==> src/rtl/mem_arbiter.sv <==
// Two-port (fetch / datapath) arbiter sequencing a single-port 512x32 synchronous RAM.
// Optional round-robin arbitration is enabled by defining MEM_ARB_RR_EN; default is fixed priority D > F.
module mem_arbiter #(
  parameter int unsigned DATA_W = 32,
  parameter int unsigned ADDR_W = 9
) (
  input  logic              Clock,
  input  logic              Resetn,
  input  logic              F_req,
  input  logic [ADDR_W-1:0] F_addr,
  output logic              F_ack,
  input  logic              D_req,
  input  logic              D_we,
  input  logic [ADDR_W-1:0] D_addr,
  input  logic [DATA_W-1:0] D_wdata,
  output logic              D_ack,
  output logic [DATA_W-1:0] Rdata,
  output logic              Ram_Read,
  output logic              Ram_Write,
  output logic [ADDR_W-1:0] Ram_Address,
  output logic [DATA_W-1:0] Ram_Mdatain,
  input  logic [DATA_W-1:0] Ram_data_output,
  output logic              Busy
);

  typedef enum logic [1:0] {
    IDLE   = 2'd0,
    ACCESS = 2'd1,
    RESP   = 2'd2
  } state_t;

  state_t            state, state_nxt;
  logic              gnt_d, gnt_d_nxt;
  logic              we_q, we_nxt;
  logic              prio_d;
  logic              pick_d;
  logic              rd_nxt, wr_nxt, f_ack_nxt, d_ack_nxt, busy_nxt;
  logic [ADDR_W-1:0] addr_nxt;
  logic [DATA_W-1:0] mdat_nxt, rdata_nxt;

`ifdef MEM_ARB_RR_EN
  // last_grant: 1 = D won the previous grant, 0 = F (reset value)
  logic last_grant, last_grant_nxt;

  assign prio_d = ~last_grant;

  always_comb begin
    last_grant_nxt = last_grant;
    if (state == IDLE && (F_req || D_req)) last_grant_nxt = pick_d;
  end

  always_ff @(posedge Clock or negedge Resetn) begin
    if (!Resetn) last_grant <= 1'b0;
    else         last_grant <= last_grant_nxt;
  end
`else
  assign prio_d = 1'b1;
`endif

  assign pick_d = D_req && (!F_req || prio_d);

  // Next-state and next-output logic
  always_comb begin
    state_nxt = state;
    gnt_d_nxt = gnt_d;
    we_nxt    = we_q;
    rd_nxt    = 1'b0;
    wr_nxt    = 1'b0;
    f_ack_nxt = 1'b0;
    d_ack_nxt = 1'b0;
    addr_nxt  = Ram_Address;
    mdat_nxt  = Ram_Mdatain;
    rdata_nxt = Rdata;
    unique case (state)
      IDLE: begin
        if (F_req || D_req) begin
          gnt_d_nxt = pick_d;
          we_nxt    = pick_d && D_we;
          addr_nxt  = pick_d ? D_addr : F_addr;
          mdat_nxt  = pick_d ? D_wdata : '0;
          rd_nxt    = !(pick_d && D_we);
          wr_nxt    = pick_d && D_we;
          state_nxt = ACCESS;
        end
      end
      ACCESS: state_nxt = RESP;
      RESP: begin
        // RAM output is registered, so the read word is valid during RESP
        if (!we_q) rdata_nxt = Ram_data_output;
        f_ack_nxt = !gnt_d;
        d_ack_nxt = gnt_d;
        state_nxt = IDLE;
      end
      default: state_nxt = IDLE;
    endcase
    busy_nxt = (state_nxt != IDLE);
  end

  always_ff @(posedge Clock or negedge Resetn) begin
    if (!Resetn) begin
      state       <= IDLE;
      gnt_d       <= 1'b0;
      we_q        <= 1'b0;
      Ram_Read    <= 1'b0;
      Ram_Write   <= 1'b0;
      Ram_Address <= '0;
      Ram_Mdatain <= '0;
      F_ack       <= 1'b0;
      D_ack       <= 1'b0;
      Rdata       <= '0;
      Busy        <= 1'b0;
    end else begin
      state       <= state_nxt;
      gnt_d       <= gnt_d_nxt;
      we_q        <= we_nxt;
      Ram_Read    <= rd_nxt;
      Ram_Write   <= wr_nxt;
      Ram_Address <= addr_nxt;
      Ram_Mdatain <= mdat_nxt;
      F_ack       <= f_ack_nxt;
      D_ack       <= d_ack_nxt;
      Rdata       <= rdata_nxt;
      Busy        <= busy_nxt;
    end
  end

endmodule

==> config.mk <==
export PLATFORM = sky130hd
export DESIGN_NAME = mem_arbiter
export DESIGN_NICKNAME = d
export VERILOG_FILES = /design/src/rtl/mem_arbiter.sv
export SDC_FILE = /design/constraint.sdc
export NUM_CORES = 1
export LEC_CHECK = 0
export BUFFER_PORTS_ARGS = -buffer_cell sky130_fd_sc_hd__buf_2
export CAP_MARGIN = 10
export CORE_MARGIN = 2
export CORE_UTILIZATION = 45
export CTS_CLUSTER_DIAMETER = 80
export DETAILED_ROUTE_END_ITERATION = 10
export PLACE_DENSITY_LB_ADDON = 0.08
export SLEW_MARGIN = 20
export SYNTH_ARGS = -nofsm -noshare
export SYNTH_HDL_FRONTEND = slang
export SYNTH_SLANG_ARGS = --single-unit
==> constraint.sdc <==
create_clock -name Clock -period 1.55 [get_ports Clock]
set_clock_uncertainty 0.05 [all_clocks]
set_input_delay 0.0775 -clock Clock [delete_from_list [all_inputs] [get_ports Clock]]
set_output_delay 0.0775 -clock Clock [all_outputs]
set_load 0.05 [all_outputs]
---- After elaboration in Yosys (flattened, before gate mapping) ----
Index checks and enable logic that the tools add are counted.
word-level totals
  flip-flop bits (word level) ............. 82
  input port bits ......................... 87
cells by class
  equality and inequality tests ........... 2
  muxes and demuxes ....................... 10
  bitwise gates (word level) .............. 1
  reductions and logical operators ........ 8
operators by type and width
  kind                                           count
  2-to-1 mux 32 bit                              1
  2-to-1 mux 9 bit                               1
  2-to-1 mux 1 bit                               6
  one-hot mux 2 bit (2 select lines)             1
  AND reduction 2 bit                            2
  == test 2 x 1 -> 1 bit, second input constant  1
  == test 2 bit, second input constant           1
  logical NOT 1 bit                              2
  logical NOT 2 bit                              1
  2-to-1 mux 2 bit                               1
  nonzero test 2 bit                             1
  logical AND 1 bit                              1
  logical OR 1 bit                               1
  NOT 1 bit                                      1

---- Depth between registers and ports, before layout ----
  word-level depth ........................ 4
  depth in mapped cells ................... 5

---- Worst setup path before layout ----
Ideal clock, no wire load.
  path kind ............................... register to register
  start point ............................. register state[0]
  end point ............................... register Rdata[0]
  library setup time ...................... 0.125 ns
  data arrival time ....................... 1.194 ns
  data required time ...................... 1.375 ns
  slack ................................... 0.181 ns
  stages on the path, launching flop included .. 5
  path buffers ............................ 1
  cells stage by stage .................... dfrtp_1 -> nand2b_1 -> nor2_4 -> buf_6 -> mux2_2
between the ends
  cells in the longest elaborated chain, start to end .. 2
RTL lines
  element                               RTL line  source
  from (decl)                           32        state_t state, state_nxt;
  from (signal assigned)                113       state <= state_nxt;
  == test 2 bit                         74        unique case (state)
  AND reduction 2 bit (no source line)  n/a
  to (signal assigned)                  122       Rdata <= rdata_nxt;
  to (decl)                             17        output logic [DATA_W-1:0] Rdata,
Every way passes these cells.
A chain may end at the register's enable or synchronous reset.

---- Worst setup path after layout ----
  start point ............................. register state[0]
  end point ............................... register Rdata[19]
The elaborated chain is that of the path after synthesis.

==> results.json <==
{
  "required_ns": 1.71,
  "fin_nets": 514,
  "areaGrowthSynthToFinish_pct": 58.6,
  "cts_made_buffers": 9,
  "fin_area_mm2": 0.00494,
  "path_cells": "nand2b_1, nor2_4, buf_12, mux2_2",
  "vdd_drop_max_v": 0.00155,
  "whs_ns": 0.0525,
  "synth_top_area_cell": "dfrtp_1",
  "worstSetupEndpoint": "Rdata[19]",
  "placed_cells": 430,
  "start_kind": "flop",
  "drv_cap": 0,
  "cts.sink_count": 82,
  "gr-total-overflow": 0,
  "finalHoldViolCount": 0,
  "relSlewSlack_pct": 80.5,
  "reg2reg_to": "Rdata[19]",
  "layout_common_cells": "buf_2 (163), dfrtp_1 (82), dlygate4sd3_1 (66)",
  "leakage_uw": 0.00251,
  "critPathSlowestCell": "dfrtp_1",
  "min_path_type": "primary input to flop",
  "tightestPinTransition_ns": 0.293,
  "setup_violations": 0,
  "ys_seq_area_share_pct": 65.9,
  "worstPathArrival_ns": 1.60,
  "min_period_ns": 1.45,
  "synth_area_leaders": "dfrtp_1 (66%), mux2_2 (17%), a22o_1 (9.0%)",
  "via_count": 2442,
  "dp_hpwl_um": 4660,
  "grt_util_all_layers_pct": 19.1,
  "die_w_um": 87.2,
  "clockBufferDepth": 2,
  "syn-num-nets": 278,
  "first_pass_iters": 4,
  "reg2reg_setup_slack_ns": 0.10,
  "power_switching_share_pct": 49.3,
  "cts_max_level": 3,
  "routed_via_density": 4.77,
  "cts_tree": "done",
  "dpl_cell_area_mm2": 0.00405,
  "fin_cells": 512,
  "gp_congestion": 0.699,
  "pwr-share-comb_pct": 56.3,
  "cpPeakStageDelay_ns": 0.40,
  "slew_violations": 0,
  "pwr-share-seq_pct": 29.9,
  "endpoint_kind": "flop",
  "p_sw_uw": 6190,
  "num_rows": 30,
  "syn_inst": 191,
  "finalPower_uw": 12500,
  "power_per_cell_area_mw_per_mm2": 2540,
  "start_util_pct": 46.1,
  "p_int_uw": 6360,
  "power_frac_clock_pct": 13.9,
  "avgSynthCellArea_um2": 16.3,
  "clkLatencyLatePin_ns": 0.33,
  "wl_um": 7260,
  "startpoint": "state[0]",
  "grt_pass1_vias": 2523,
  "die_y_um": 87.2,
  "yosys_warnings": 0,
  "postRouteAntennaNets": 0,
  "ys_seq_elements": 82,
  "synth_cell_types": 19,
  "drive_gt1_share_pct": 55.8,
  "core_area_mm2": 0.00676,
  "path_max_fanout": 20,
  "critPathKind": "flop to flop",
  "post_cts_buffers": 0,
  "final_common_cell": "buf_2",
  "antenna_cells": 0,
  "clkTransAtPathRegs_ns": 0.08,
  "crit_cells": 4,
  "fillerInstances": 462,
  "cp_top_family": "flip-flops",
  "status": "finished, final reports clean",
  "syn_area_mm2": 0.00312,
  "post_drt_wl_per_cell_um": 14.2,
  "grt_setup_unrepaired": "no",
  "r2r-start": "state[0]",
  "fin_crit_sh_pct": 93.3,
  "grt_pass1_wl_um": 11300,
  "finalSetupTns_ns": 0,
  "io_buffers": 164,
  "drt_iter0_markers": 84,
  "grt_max_degree": 42,
  "antenna_found_initial": 0,
  "cp_num_buf_inv": 1,
  "rr_worst_depth": 4,
  "root_buffer": "clkbuf_8",
  "die_area_mm2": 0.00760,
  "drc": 0,
  "max_clock_freq_mhz": 691,
  "yosysTopAreaCellShare_pct": 65.9,
  "io_pins": 165
}
-- what timing repair did --
item	in CTS	in global routing
endpoints found under the hold margin	148	0
setup endpoints to repair	0	0
gates resized for setup	0	0
hold buffers	66	0
-- cells by family after synthesis --
group	Yosys count	share of synthesized area, %
AO/OA/AOI/OAI	37	10.3
flip-flops	82	65.9
buffers and inverters	14	3.73
multiplexers	50	18.4
AND/OR/NAND/NOR	8	1.65
-- state kept, by name, indices dropped and copies added (netlist names), 2 cells and up --
name and flops:
Ram_Address 9, Ram_Mdatain 32, Rdata 32, state 2
-- power groups by stage --
stage | Sequential, µW | Clock, µW | Combinational, µW
6_report | 3750 | 1740 | 7060
5_1_grt | 3880 | 1880 | 7370
4_1_cts | 3740 | 1790 | 7090
3_5_place_dp | 3760 | 0 | 6980
3_3_place_gp | 3770 | 0 | 6890
2_1_floorplan | 7310 | 0 | 1810
-- metal layers --
metal | wire, µm | vias up | global-route usage (%)
li1 | - | 1167 | -
met1 | 2920 | 1163 | 22.6
met2 | 3790 | 101 | 34.1
met3 | 466 | 11 | 3.89
met4 | 91 | 0 | 7.13
met5 | 0 | - | 0
-- worst register-to-register path, stage by stage (launching register included) --
cell      delay, ns
dfrtp_1        0.40
nand2b_1       0.19
nor2_4         0.16
buf_12         0.18
mux2_2         0.35
-- synthesized netlist by cell type --
master	number
mux2_2	47
o21ai_0	1
buf_2	3
mux2_4	3
and3_2	1
nor2_1	2
a21oi_1	1
nor2_2	1
a21o_1	2
and2_1	1
a22o_1	32
o21ai_4	1
inv_1	2
and3_1	1
nor2_4	1
buf_4	2
buf_6	7
nand2b_1	1
dfrtp_1	82
-- how the worst min path moves through the flow --
stage	endpoint	from	slack, ns	depth (start not counted)
after global placement	Rdata[15]	Resetn	-0.08	1
after detailed placement	Rdata[15]	Resetn	-0.08	1
after global routing	Ram_Address[6]	F_addr[6]	0.04	3
after CTS	Ram_Address[2]	D_addr[2]	0.04	3
final	Ram_Address[8]	F_addr[8]	0.05	3
after floorplan	Busy	Resetn	-0.27	0
-- per-stage QoR --
step | setup WS, ns | utilization (%)
global placement | 0.130 | 59.9
floorplan | 0.181 | -
finish | 0.104 | 73.1
global route | 0.0175 | 73.1
CTS | 0.0891 | 73.1
detailed placement | 0.103 | 59.9
-- final cells by class --
| class | count | area (µm²) | area share (%) |
|---|---|---|---|
| Tap cell | 80 | 100 | 2.03 |
| Timing Repair Buffer | 237 | 1600 | 32.4 |
| Inverter | 2 | 7.51 | 0.152 |
| Multi-Input combinational cell | 95 | 947 | 19.2 |
| Clock inverter | 5 | 85.1 | 1.72 |
| Sequential cell | 82 | 2050 | 41.5 |
| Clock buffer | 11 | 151 | 3.06 |
No activity file was read; power rests on OpenSTA's default activity.
